`src/rtl/wb_target_router.sv`:
```
// wb_target_router
// Registered Wishbone router and bus supervisor between the management-SoC
// slave port of the user wrapper and two user targets. Slave 0 is selected by
// adr[31:24] == S0_BASE, the local status/control register by CSR_BASE, and
// slave 1 takes every other address. The target is latched when a transfer is
// accepted. Each forwarded access has an ack timeout, and faults are counted.
//
// Ports
//   wb_clk_i, wb_rst_n          : clock, asynchronous active-low reset
//   wbs_*_i / wbs_ack_o/dat_o   : master-side Wishbone slave port (registered ack/data)
//   s0_* / s1_*                 : target-side Wishbone master ports (latched request)
//   s0_irq_i, s1_irq_i          : target interrupt vectors
//   user_irq                    : registered IRQs of the IO owner (bit 2 also flags a fault)
//   io_owner                    : 0 = slave 0 owns the IO pads, 1 = slave 1
module wb_target_router #(
  parameter logic [7:0]  S0_BASE    = 8'h38,
  parameter logic [7:0]  CSR_BASE   = 8'h3F,
  parameter int unsigned TIMEOUT    = 255,
  parameter logic [31:0] FAULT_DATA = 32'hBAD0_0000
) (
  input  logic        wb_clk_i,
  input  logic        wb_rst_n,
  input  logic        wbs_cyc_i,
  input  logic        wbs_stb_i,
  input  logic        wbs_we_i,
  input  logic [3:0]  wbs_sel_i,
  input  logic [31:0] wbs_adr_i,
  input  logic [31:0] wbs_dat_i,
  output logic        wbs_ack_o,
  output logic [31:0] wbs_dat_o,
  output logic        s0_cyc_o,
  output logic        s0_stb_o,
  output logic        s0_we_o,
  output logic [3:0]  s0_sel_o,
  output logic [31:0] s0_adr_o,
  output logic [31:0] s0_dat_o,
  input  logic        s0_ack_i,
  input  logic [31:0] s0_dat_i,
  output logic        s1_cyc_o,
  output logic        s1_stb_o,
  output logic        s1_we_o,
  output logic [3:0]  s1_sel_o,
  output logic [31:0] s1_adr_o,
  output logic [31:0] s1_dat_o,
  input  logic        s1_ack_i,
  input  logic [31:0] s1_dat_i,
  input  logic [2:0]  s0_irq_i,
  input  logic [2:0]  s1_irq_i,
  output logic [2:0]  user_irq,
  output logic        io_owner
);

  localparam logic [15:0] WAIT_LAST = 16'(TIMEOUT - 1);

  typedef enum logic [1:0] {ST_IDLE, ST_FWD, ST_CSR, ST_RESP} state_t;
  state_t state_reg, state_next;

  logic [31:0] adr_reg, dat_reg, rdat_reg;
  logic [3:0]  sel_reg;
  logic        we_reg, tgt_reg, csr_op_reg;
  logic        stb_reg, ack_reg;
  logic [15:0] wait_reg, err_cnt_reg, err_cnt_next;
  logic        err_sticky_reg, err_sticky_next;
  logic        last_tgt_reg, io_owner_reg, io_owner_next;
  logic [2:0]  irq_reg;

  logic        req, slv_ack, fwd_ack, fwd_timeout, fwd_abort;
  logic        csr_wr, csr_clr;
  logic [31:0] slv_dat, csr_image;

  // A request is not taken while our own ack is still out: the master has not
  // yet had a chance to drop the strobe of the transfer just completed.
  assign req     = wbs_cyc_i & wbs_stb_i & ~ack_reg;
  assign slv_ack = tgt_reg ? s1_ack_i : s0_ack_i;
  assign slv_dat = tgt_reg ? s1_dat_i : s0_dat_i;

  // Acks and wait cycles only count once the strobe is actually presented.
  assign fwd_abort   = (state_reg == ST_FWD) & ~wbs_cyc_i;
  assign fwd_ack     = (state_reg == ST_FWD) & wbs_cyc_i & stb_reg & slv_ack;
  assign fwd_timeout = (state_reg == ST_FWD) & wbs_cyc_i & stb_reg & ~slv_ack &
                       (wait_reg == WAIT_LAST);

  // CSR writes are applied on the edge that raises the master ack.
  assign csr_wr  = (state_reg == ST_RESP) & csr_op_reg & we_reg;
  assign csr_clr = csr_wr & sel_reg[0] & dat_reg[1];

  assign csr_image = {err_cnt_reg, 7'd0, io_owner_reg, 6'd0, err_sticky_reg, last_tgt_reg};

  always_comb begin
    io_owner_next   = io_owner_reg;
    err_sticky_next = err_sticky_reg;
    err_cnt_next    = err_cnt_reg;
    if (csr_wr && sel_reg[1]) io_owner_next = dat_reg[8];
    if (csr_clr) begin
      err_sticky_next = 1'b0;
      err_cnt_next    = 16'd0;
    end else if (fwd_timeout) begin
      err_sticky_next = 1'b1;
      if (err_cnt_reg != 16'hFFFF) err_cnt_next = err_cnt_reg + 16'd1;
    end
  end

  always_ff @(posedge wb_clk_i or negedge wb_rst_n) begin
    if (!wb_rst_n) state_reg <= ST_IDLE;
    else           state_reg <= state_next;
  end

  always_comb begin
    state_next = state_reg;
    case (state_reg)
      ST_IDLE: if (req) state_next = (wbs_adr_i[31:24] == CSR_BASE) ? ST_CSR : ST_FWD;
      ST_FWD: begin
        if (fwd_abort)                   state_next = ST_IDLE;
        else if (fwd_ack || fwd_timeout) state_next = ST_RESP;
      end
      ST_CSR:  state_next = ST_RESP;
      ST_RESP: state_next = ST_IDLE;
      default: state_next = ST_IDLE;
    endcase
  end

  always_ff @(posedge wb_clk_i or negedge wb_rst_n) begin
    if (!wb_rst_n) begin
      adr_reg        <= '0;
      dat_reg        <= '0;
      sel_reg        <= '0;
      we_reg         <= 1'b0;
      tgt_reg        <= 1'b0;
      csr_op_reg     <= 1'b0;
      stb_reg        <= 1'b0;
      ack_reg        <= 1'b0;
      rdat_reg       <= '0;
      wait_reg       <= '0;
      err_cnt_reg    <= '0;
      err_sticky_reg <= 1'b0;
      last_tgt_reg   <= 1'b0;
      io_owner_reg   <= 1'b0;
      irq_reg        <= '0;
    end else begin
      if (state_reg == ST_IDLE && req) begin
        adr_reg    <= wbs_adr_i;
        dat_reg    <= wbs_dat_i;
        sel_reg    <= wbs_sel_i;
        we_reg     <= wbs_we_i;
        tgt_reg    <= (wbs_adr_i[31:24] != S0_BASE);
        csr_op_reg <= (wbs_adr_i[31:24] == CSR_BASE);
        wait_reg   <= '0;
      end else if (state_reg == ST_FWD && stb_reg) begin
        wait_reg <= wait_reg + 16'd1;
      end

      // Strobe lags the state by one edge; abort and timeout drop it at once.
      stb_reg <= (state_reg == ST_FWD) & wbs_cyc_i & ~fwd_timeout;
      ack_reg <= (state_reg == ST_RESP);

      if (fwd_ack)
        rdat_reg <= we_reg ? 32'd0 : slv_dat;
      else if (fwd_timeout)
        rdat_reg <= FAULT_DATA | {31'd0, tgt_reg};
      else if (state_reg == ST_CSR)
        rdat_reg <= we_reg ? 32'd0 : csr_image;

      if (state_reg == ST_RESP && !csr_op_reg) last_tgt_reg <= tgt_reg;

      err_cnt_reg    <= err_cnt_next;
      err_sticky_reg <= err_sticky_next;
      io_owner_reg   <= io_owner_next;
      // Uses the next-state owner/sticky so the IRQ source flips on the same
      // edge as a CSR write takes effect.
      irq_reg <= (io_owner_next ? s1_irq_i : s0_irq_i) | {err_sticky_next, 2'b00};
    end
  end

  logic s0_act, s1_act;
  assign s0_act = stb_reg & ~tgt_reg;
  assign s1_act = stb_reg & tgt_reg;

  assign s0_cyc_o = s0_act;
  assign s0_stb_o = s0_act;
  assign s0_we_o  = s0_act & we_reg;
  assign s0_sel_o = s0_act ? sel_reg : 4'd0;
  assign s0_adr_o = s0_act ? adr_reg : 32'd0;
  assign s0_dat_o = s0_act ? dat_reg : 32'd0;

  assign s1_cyc_o = s1_act;
  assign s1_stb_o = s1_act;
  assign s1_we_o  = s1_act & we_reg;
  assign s1_sel_o = s1_act ? sel_reg : 4'd0;
  assign s1_adr_o = s1_act ? adr_reg : 32'd0;
  assign s1_dat_o = s1_act ? dat_reg : 32'd0;

  assign wbs_ack_o = ack_reg;
  assign wbs_dat_o = rdat_reg;
  assign user_irq  = irq_reg;
  assign io_owner  = io_owner_reg;

endmodule
```
`config.mk`:
```
export PLATFORM = sky130hd
export DESIGN_NAME = wb_target_router
export DESIGN_NICKNAME = d
export VERILOG_FILES = /design/src/rtl/wb_target_router.sv
export SDC_FILE = /design/constraint.sdc
export NUM_CORES = 1
export LEC_CHECK = 0
export ABC_AREA = 1
export CAP_MARGIN = 30
export CORE_ASPECT_RATIO = 1.25
export CORE_MARGIN = 2
export CORE_UTILIZATION = 44
export CTS_CLUSTER_DIAMETER = 80
export DETAILED_ROUTE_END_ITERATION = 16
export GPL_TIMING_DRIVEN = 0
export PLACE_DENSITY = 0.89
export SYNTH_ARGS = -nofsm -noshare
export SYNTH_HDL_FRONTEND = slang
export SYNTH_SLANG_ARGS = --single-unit
```
`constraint.sdc`:
```
create_clock -name wb_clk_i -period 2 [get_ports wb_clk_i]
set_input_delay 0.4 -clock wb_clk_i [delete_from_list [all_inputs] [get_ports wb_clk_i]]
set_output_delay 0.4 -clock wb_clk_i [all_outputs]
set_load 0.05 [all_outputs]
```
* After elaboration in Yosys (flattened, before gate mapping) *
Index checks and enable logic that the tools add are counted.

word-level totals
  logic and storage cells = 90
  bits in registers = 145
  input bits = 145
  RAM bits = 0
  memories = 0
  bits in read-only memories = 0
  latch bits = 0
  output and inout bits = 179

operators by class
  equality and inequality tests = 9
  div/mod/pow operators = 0
  shift-type cells = 0
  $mul = 0
  reductions and logical operators = 13
  magnitude comparators = 0
  $add $sub $neg = 2
  bitwise gates (word level) = 23
  muxes and demuxes = 27

operator list
  operator               count
  $mux 32                10
  $mux 16                5
  $add 16x1->16 const B  2
  $and 1x1->1            17
  $eq 16x8->1 const B    1
  $ne 16x16->1 const B   1
  $eq 8x6->1 const B     1
  $mux 2                 4
  $mux 4                 2
  $ne 8x6->1 const B     1
  $pmux 2 s4             1
  $reduce_bool 2->1      3
  $not 1->1              5
  $eq 2x2->1 const B     2
  $logic_and 1x1->1      4
  $mux 1                 4
  $reduce_and 2->1       2
  $mux 3                 1
  $ne 3x2->1 const B     1
  $or 3x3->3             1
  $reduce_bool 3->1      1
  $eq 2x1->1 const B     1
  $logic_not 2->1        1
  $ne 2x2->1 const B     1
  other kinds (2)        2

* Longest topological paths before layout *
Gate-level depths: netlist of the first run.

  word-level depth = 9
  mapped depth = 11

* Least setup slack after synthesis of the first run *
No wires, ideal clock.

  path kind = reg-to-output
  start point = register tgt_reg
  end point = output port s0_dat_o[21]
  slack = -0.852 ns
  arrival = 2.452 ns
  required time = 1.600 ns
  buffers on the path = 3
  stages on the path, launching flop included = 7
  path through = dfrtp_1 > buf_4 > nor2_1 > inv_2 > clkbuf_1 > buf_2 > nor2_1

between the ends
  longest elaborated chain between the ends = 3

ends and longest elaborated chain
  what                    RTL line  source
  from (decl)             60        logic we_reg, tgt_reg, csr_op_reg;
  from (signal assigned)  145       tgt_reg <= (wbs_adr_i[31:24] != S0_BASE);
  $not 1->1               175       assign s0_act = stb_reg & ~tgt_reg;
  $and 1x1->1             175
  net s0_cyc_o            31        output logic s0_cyc_o,
  $mux 32                 183       assign s0_dat_o = s0_act ? dat_reg : 32'd0;
  to (decl)               36        output logic [31:0] s0_dat_o,

The timed path passes the listed nets, and every way through them passes these cells.

* Worst setup path after layout of the first run *
  start point = register tgt_reg
  end point = output port s0_dat_o[21]

between the ends
  longest elaborated chain between the ends = 3

ends and longest elaborated chain
  what         RTL line
  $not 1->1    175
  $and 1x1->1  175
  $mux 32      183

No other way between the ends.

==> impl_metrics.toml, run 1 <==
[drt]
wirelength_um = 29700
drt_pre_antenna_iters = 6
vias = 8960
drc = 0
wl_per_cell_um = 17.4
antenna_left = 0
drt_iter0_drc = 565
viasPerCell = 5.26

[global_routing]
grt_pass1_vias = 8932
track_usage = 0.292
grt_pass1_wl_um = 45000
gr-total-overflow = 0
antenna_found_initial = 1
grt_max_degree = 84

[sta]
hold_viol_final = 0
tns_ns = -5.29
max-slew-margin-rel = 0.578
clock_skew_ns = 0.00845
rsz0062_at_grt = "yes"
slew_viol_final = 0
max_freq_mhz = 461
layout_min_cycle_time_ns = 2.17
tightest_slew_ns = 0.633
min_period_over_period = 1.09
setup_slack_ns = -0.170
whs_ns = 0.492
setup_viol = 119

[logic_synthesis]
ys_seq_elements = 145
syn_nets = 1263
ys_types = 34
synth-main-ff-cell = "dfrtp_1"
seq_area_frac_synth = 0.455
synth_edf_count = 0
ys_warn_count = 0
synthTopCellsByCount = "262 x nand2_1, 201 x nor2_1, 145 x dfrtp_1, 127 x inv_1, 111 x o21ai_0"
yosysMostFrequentCell = "nand2_1"
synth_cells = 1115
syn_area_mm2 = 0.00798
netlist.area_leader.share = 0.455
async_flop_share = 1.00
syn_avg_cell_area_um2 = 7.16
yosys.area.top_type = "dfrtp_1"
synth_area_leaders = "dfrtp_1 45%, nand2_1 12%, nor2_1 9.5%"

[power_and_ir_drop]
leakagePower_nw = 6.72
total_power_mw = 16.3
powerDensity_mw_per_mm2 = 1250
vdd_ir_drop_max_uv = 883

[clocking]
cts_max_level = 4
cts_buffer_depth = 2
cts.sinks = 145
cts_tree = "done"
clk_latency_ns = 0.43
numCtsBuffers = 17
path_clk_slew_ns = 0.06
cts_root_buffer = "clkbuf_16"

[floorplanning]
dieArea_mm2 = 0.0192
die_x_um = 124
rows = 55
initial_core_util = 0.444
ios = 324
core_mm2 = 0.0180
die_y_um = 155

[setup_path]
crit_arrival_ns = 1.77
cp_max_fo = 10
end_kind = "output pin"
critPathKind = "reg2out"
start_kind = "flop"
cp.required_ns = 1.60

[cells_and_area]
final_nets = 1612
multiInputGateArea_mm2 = 0.00384
num-fill-cells = 1317
post_route_cells_drive_above_1_share = 0.240
finalNonFillerCells = 1705
seq_area_mm2 = 0.00363
fin_util = 0.726
area_growth_syn_to_layout_pct = 63.4

[min_path]
hold_class = "reg2reg"

[placed_design]
dp.final_hpwl_um = 21400
io_buffer_count = 323
dp.cells = 1667
place.gp.congestion = 0.911

[job]
cap_violations = 0

[run_status]
violations = "setup timing"
status = "finished, violations left"
-- metrics by stage --
step,area [µm²],setup slack (ns)
6_report,13000,-0.170
5_1_grt,13000,-0.235
3_3_place_gp,11700,-5.34
3_5_place_dp,11800,-1.13
2_1_floorplan,8220,-0.0700
4_1_cts,12600,-0.537
-- worst max-delay path, cell delays in order (launching register included) --
cell and delay, ns:
dfrtp_1 0.37, buf_6 0.13, nor2_4 0.13, inv_6 0.08
buf_8 0.16, buf_12 0.16, nor2_4 0.14, buf_8 0.15
-- cell type report --
type | count | share of cell area
inverter | 137 | 0.0400
antenna | 1 | 0.000192
buffer | 63 | 0.0375
timing repair buffer | 330 | 0.278
multi-input combinational | 770 | 0.295
clock inverter | 13 | 0.0163
clock buffer | 18 | 0.0329
tap | 228 | 0.0219
sequential | 145 | 0.279
-- placed cells by master (no fill, tap or decap), types with 5 or more instances in the layout --
| cell type | synthesis | routed |
|---|---|---|
| a21oi_1 | 19 | 19 |
| buf_2 | 19 | 16 |
| buf_4 | 9 | 13 |
| buf_6 | 4 | 140 |
| buf_8 | 0 | 13 |
| bufinv_16 | 0 | 5 |
| clkbuf_1 | 30 | 17 |
| clkbuf_16 | 0 | 20 |
| clkdlybuf4s50_1 | 0 | 145 |
| dfrtp_1 | 145 | 143 |
| dlymetal6s2s_1 | 0 | 35 |
| inv_1 | 127 | 127 |
| inv_2 | 8 | 7 |
| nand2_1 | 262 | 261 |
| nand3_1 | 83 | 82 |
| nand3b_1 | 7 | 7 |
| nand4_1 | 13 | 13 |
| nor2_1 | 201 | 108 |
| nor2_2 | 1 | 79 |
| nor2_4 | 0 | 15 |
| nor3_1 | 16 | 16 |
| o2111ai_1 | 13 | 13 |
| o21ai_0 | 111 | 111 |
| or2_2 | 13 | 13 |
| xor2_1 | 11 | 11 |
-- layer usage --
layer	share of wire	up-vias	track usage
li1	-	4208	-
met1	0.38	4241	0.338
met2	0.51	439	0.519
met3	0.076	72	0.0699
met4	0.038	0	0.120
met5	0	-	0
-- repair_timing --
item | in CTS | in global routing
buffers inserted | 1 | 2
resized for setup | 638 | 557
cloned | 1 | 1
pin swaps | 2 | 2
hold buffers | 1 | 0
setup endpoints to repair | 152 | 185
hold endpoints to repair | 62 | 0
-- path summary, 6_finish.rpt --
path | slack (ns) | startpoint | end | cells past startpoint
setup / recovery | -0.17 | tgt_reg | s0_dat_o[21] | 7
hold / removal | 0.49 | adr_reg[30] | adr_reg[30] | 2
setup reg to reg | 0.17 | tgt_reg | wbs_dat_o[25] | 12
hold reg to reg | 0.49 | adr_reg[30] | adr_reg[30] | 2
max in group asynchronous | 0.63 | wb_rst_n | we_reg | 3
min in group asynchronous | 0.54 | wb_rst_n | wbs_dat_o[31] | 2
-- where the power goes --
group / total (mW) / internal (mW) / switching, mW
clock: 3.51 / 2.21 / 1.30
sequential: 4.30 / 3.87 / 0.427
combinational: 8.49 / 2.70 / 5.80
total: 16.3 / 8.77 / 7.53
-- cells by family (layout without fill, tap and decap cells) --
kind of cell    Yosys count  after routing  synth area share
flops                   145            145             0.455
compound gates          148            148            0.0996
other cells               0              1                 0
xor+xnor                 11             11            0.0121
fa+ha+maj                 3              3           0.00470
buf+inv                 200            561             0.105
simple gates            608            608             0.324
Note: power is estimated with default switching activity, not from simulation.
==> inputs of run 2 (changes only) <==
--- a/config.mk
+++ b/config.mk
@@ -6,7 +6,6 @@
 export NUM_CORES = 1
 export LEC_CHECK = 0
 export ABC_AREA = 1
-export CAP_MARGIN = 30
 export CORE_ASPECT_RATIO = 1.25
 export CORE_MARGIN = 2
 export CORE_UTILIZATION = 44
==> impl_metrics.toml, run 2 (same netlist as run 1, synthesis figures left out) <==
[setup_path]
regToRegEndpoint = "wbs_dat_o[25]"
reg2reg_setup_slack_ns = 0.17
end_kind = "output pin"
critPathKind = "reg2out"
r2r_cells = 12
crit_arrival_ns = 1.77
cp_max_fo = 10
reg2reg_from = "tgt_reg"
start_kind = "flop"
cp.required_ns = 1.60

[placed_design]
dp_slack_ns = -1.13
dp.cells = 1667
io_buffer_count = 323
place.gp.congestion = 0.911
dp.final_hpwl_um = 21400

[sta]
max-slew-margin-rel = 0.578
clock_skew_ns = 0.00845
slew_viol_final = 0
rsz0062_at_grt = "yes"
min_period_over_period = 1.09
setup_slack_ns = -0.170
hold_viol_final = 0
tns_ns = -5.29
tightest_slew_ns = 0.633
layout_min_cycle_time_ns = 2.17
setup_viol = 119
max_freq_mhz = 461

[floorplanning]
ios = 324
initial_core_util = 0.444
core_mm2 = 0.0180
dieArea_mm2 = 0.0192
rows = 55
die_y_um = 155
die_x_um = 124

[job]
cap_violations = 0

[cells_and_area]
seq_area_mm2 = 0.00363
area_growth_syn_to_layout_pct = 63.4
post_route_cells_drive_above_1_share = 0.240
final_common_cell = "nand2_1"
multiInputGateArea_mm2 = 0.00384
finalNonFillerCells = 1705
layout_common_cells = "261 x nand2_1, 145 x clkdlybuf4s50_1, 143 x dfrtp_1"
final_nets = 1612
num-fill-cells = 1317

[global_routing]
met1_usage = 0.338
globalRoute.busiestLayer = "met2"
globalRouteMet2Util = 0.519
grt_pass1_vias = 8932
grt_pass1_wl_um = 45000
track_usage = 0.292
gr-total-overflow = 0
grt_util_met3 = 0.0699
antenna_found_initial = 1
grt_max_degree = 84

[run_status]
status = "finished, violations left"
violations = "setup timing"

[drt]
drt_pre_antenna_iters = 6
vias = 8960
wl_per_cell_um = 17.4
wirelength_um = 29700
drc = 0
drt_iter0_drc = 565
antenna_left = 0
viasPerCell = 5.26

[power_and_ir_drop]
total_power_mw = 16.3
vdd_ir_drop_max_uv = 883
powerDensity_mw_per_mm2 = 1250
leakagePower_nw = 6.72

[min_path]
hold_class = "reg2reg"
hold_end = "adr_reg[30]"
min_from = "adr_reg[30]"
whs_path_depth = 2

[clocking]
numCtsBuffers = 17
cts_tree = "done"
cts_max_level = 4
cts.sinks = 145
path_clk_slew_ns = 0.06
cts_root_buffer = "clkbuf_16"
clk_latency_ns = 0.43
cts_buffer_depth = 2
run 2: cell counts in the layout (fill, tap and decap cells not counted):
Identical to the previous run, type by type.
run 2: metrics by stage:
step	cell area [µm²]	hold slack (ns)	util
after floorplan	8220	0.104	-
after global placement	11700	0.472	0.654
after CTS	12600	0.494	0.703
after detailed placement	11800	0.426	0.655
after global routing	13000	0.517	0.726
final	13000	0.492	0.726
run 2: worst max-delay path by stage:
stage	startpoint	slack [ns]	cells past startpoint	end
2_1_floorplan	tgt_reg	-0.07	6	s1_stb_o
3_3_place_gp	wb_rst_n	-5.34	1	adr_reg[12]
3_5_place_dp	tgt_reg	-1.13	6	s1_dat_o[1]
4_1_cts	tgt_reg	-0.54	7	s1_stb_o
5_1_grt	tgt_reg	-0.23	7	s0_dat_o[21]
6_report	tgt_reg	-0.17	7	s0_dat_o[21]
run 2: metal layers:
| layer | vias up | wire (µm) |
|---|---|---|
| li1 | 4208 | - |
| met1 | 4241 | 11300 |
| met2 | 439 | 15000 |
| met3 | 72 | 2260 |
| met4 | 0 | 1120 |
| met5 | - | 0 |
run 2: timing repair:
| item | 4_1_cts | 5_1_grt |
|---|---|---|
| hold endpoints to repair | 62 | 0 |
| buffers inserted | 1 | 2 |
| endpoints found under the setup margin | 152 | 185 |
| resized for setup | 638 | 557 |
| hold buffers | 1 | 0 |
| cloned | 1 | 1 |
| pin swaps | 2 | 2 |
run 2: where the power goes:
part	switching (mW)	internal, mW
combinational	5.80	2.70
clock	1.30	2.21
sequential	0.427	3.87
run 2: critical path, cell delays in order, from the launching register on:
cell	delay, ns
dfrtp_1	0.37
buf_6	0.13
nor2_4	0.13
inv_6	0.08
buf_8	0.16
buf_12	0.16
nor2_4	0.14
buf_8	0.15
run 2: layout make-up:
cell class / instances / area share
diodes: 1 / 0.000192
plain buffers: 63 / 0.0375
clock buffers: 18 / 0.0329
clock inverters: 13 / 0.0163
inverters: 137 / 0.0400
multi-input cells: 770 / 0.295
flip-flops and latches: 145 / 0.279
well taps: 228 / 0.0219
repair buffers: 330 / 0.278
==> inputs of run 3 (changes only) <==
--- a/config.mk
+++ b/config.mk
@@ -8,11 +8,11 @@
 export ABC_AREA = 1
 export CORE_ASPECT_RATIO = 1.25
 export CORE_MARGIN = 2
-export CORE_UTILIZATION = 44
+export CORE_UTILIZATION = 25
 export CTS_CLUSTER_DIAMETER = 80
 export DETAILED_ROUTE_END_ITERATION = 16
 export GPL_TIMING_DRIVEN = 0
-export PLACE_DENSITY = 0.89
+export PLACE_DENSITY = 0.58
 export SYNTH_ARGS = -nofsm -noshare
 export SYNTH_HDL_FRONTEND = slang
 export SYNTH_SLANG_ARGS = --single-unit
==> impl_metrics.toml, run 3 (same netlist as run 1, synthesis figures left out) <==
[run_status]
status = "finished, violations left"
violations = "setup timing"

[setup_path]
path_cells = "buf_6, nor2_4, inv_6, clkbuf_16, buf_16, nor2_4, buf_8"
critPathKind = "reg2out"
critPathMaxStageDelay_ns = 0.37
cp_top_family = "buffers and inverters"
end_kind = "output pin"
crit_arrival_ns = 1.78
critPathMostFrequentCell = "nor2_4"
cp.required_ns = 1.60
cp_num_buf_inv = 5
cp_max_fo = 7
worst_path_max_delay_cell = "dfrtp_1"
start_kind = "flop"

[global_routing]
grt_pass1_wl_um = 47200
grt_max_degree = 95
grt_util_met3 = 0.0620
globalRoute.busiestLayer = "met2"
gr-total-overflow = 0
met1_usage = 0.216
track_usage = 0.183
globalRouteMet2Util = 0.317
antenna_found_initial = 0
grt_pass1_vias = 8499

[cells_and_area]
stdcell_area_mm2 = 0.0133
seq_area_mm2 = 0.00363
multiInputGateArea_mm2 = 0.00397
area_growth_syn_to_layout_pct = 66.2
final_nets = 1618
final_common_cell = "nand2_1"
post_route_cells_drive_above_1_share = 0.266
diodes = 0
layout_common_cells = "260 x nand2_1, 177 x clkdlybuf4s50_1, 143 x dfrtp_1"
num-fill-cells = 3250

[sta]
slew_viol_final = 0
setup_viol = 142
max-slew-margin-rel = 0.559
setup_slack_ns = -0.175
tightest_slew_ns = 0.661
layout_min_cycle_time_ns = 2.18
hold_viol_final = 0
max_freq_mhz = 460
min_period_over_period = 1.09
clock_skew_ns = 0.0109
rsz0062_at_grt = "yes"

[floorplanning]
initial_core_util = 0.252
ios = 324
core_mm2 = 0.0316
die_y_um = 204
rows = 73
die_x_um = 164
dieArea_mm2 = 0.0334

[drt]
wirelength_um = 31300
drt_iter0_drc = 352
antenna_left = 0
wl_per_cell_um = 16.5
drt_pre_antenna_iters = 5
viasPerCell = 4.47
drc = 0
vias = 8461

[placed_design]
placedInstanceArea_mm2 = 0.0120
dp.final_hpwl_um = 23400
place.gp.congestion = 0.845
io_buffer_count = 323
dp_slack_ns = -1.24

[power_and_ir_drop]
total_power_mw = 16.7
powerDensity_mw_per_mm2 = 1260
vdd_ir_drop_max_uv = 638
leakagePower_nw = 6.16

[clocking]
cts_max_level = 4
clk_latency_ns = 0.43
cts_tree = "done"
path_clk_slew_ns = 0.06
cts_buffer_depth = 2
numCtsBuffers = 17
cts_root_buffer = "clkbuf_16"
cts.sinks = 145

[min_path]
hold_class = "in2async"

[job]
cap_violations = 0
-- run 3: cell types whose count changed in the layout (fill, tap and decap cells not counted), moves of 7 or more --
cell	delta
clkdlybuf4s50_1	+32
buf_6	-49
clkbuf_4	+7
buf_4	+48
nor2_1	-30
nor2_2	+25
dlymetal6s2s_1	-33
-- run 3: area by class of cell --
cell class / count / share of cell area
timing repair buffer: 335 / 0.259
sequential: 145 / 0.274
buffer: 63 / 0.0399
tap: 412 / 0.0389
multi-input combinational: 771 / 0.299
clock inverter: 9 / 0.0136
inverter: 137 / 0.0401
clock buffer: 21 / 0.0355
-- run 3: per-layer routing --
layer  wire length, µm  share of wire
met3              2890          0.092
met5                 0              0
met4               536          0.017
met2             15300           0.49
met1             12600           0.40
-- run 3: stage by stage --
stage	hold slack [ns]	std cells	TNS (ns)	utilization
2_1_floorplan	0.104	1115	-7.74	-
3_3_place_gp	0.473	1850	-1012.47	0.379
3_5_place_dp	0.348	1851	-144.95	0.380
4_1_cts	0.490	1888	-20.21	0.406
5_1_grt	0.511	1893	-22.06	0.420
6_report	0.477	1893	-11.73	0.420
-- run 3: power by group --
part	total, mW	internal (mW)	switching (mW)
Combinational	8.77	2.83	5.94
Sequential	4.29	3.87	0.422
Clock	3.60	2.30	1.30
Total	16.7	9.00	7.66
-- run 3: repair_timing --
| item | CTS | global route |
|---|---|---|
| pin swaps | 3 | 4 |
| gates cloned | 3 | 2 |
| setup buffers | 3 | 3 |
| hold buffers | 1 | 0 |
| hold endpoints to repair | 51 | 0 |
| endpoints found under the setup margin | 188 | 263 |
| gates resized for setup | 965 | 153 |
-- run 3: final timing paths --
| check | start | end | slack [ns] | cells past startpoint |
|---|---|---|---|---|
| max in group asynchronous | wb_rst_n | stb_reg | 0.68 | 3 |
| setup reg to reg | tgt_reg | wbs_dat_o[29] | 0.06 | 12 |
| hold / removal | wb_rst_n | user_irq[0] | 0.48 | 2 |
| hold reg to reg | adr_reg[26] | adr_reg[26] | 0.49 | 2 |
| min in group wb_clk_i | adr_reg[26] | adr_reg[26] | 0.49 | 2 |
| setup / recovery | tgt_reg | s0_dat_o[23] | -0.18 | 7 |
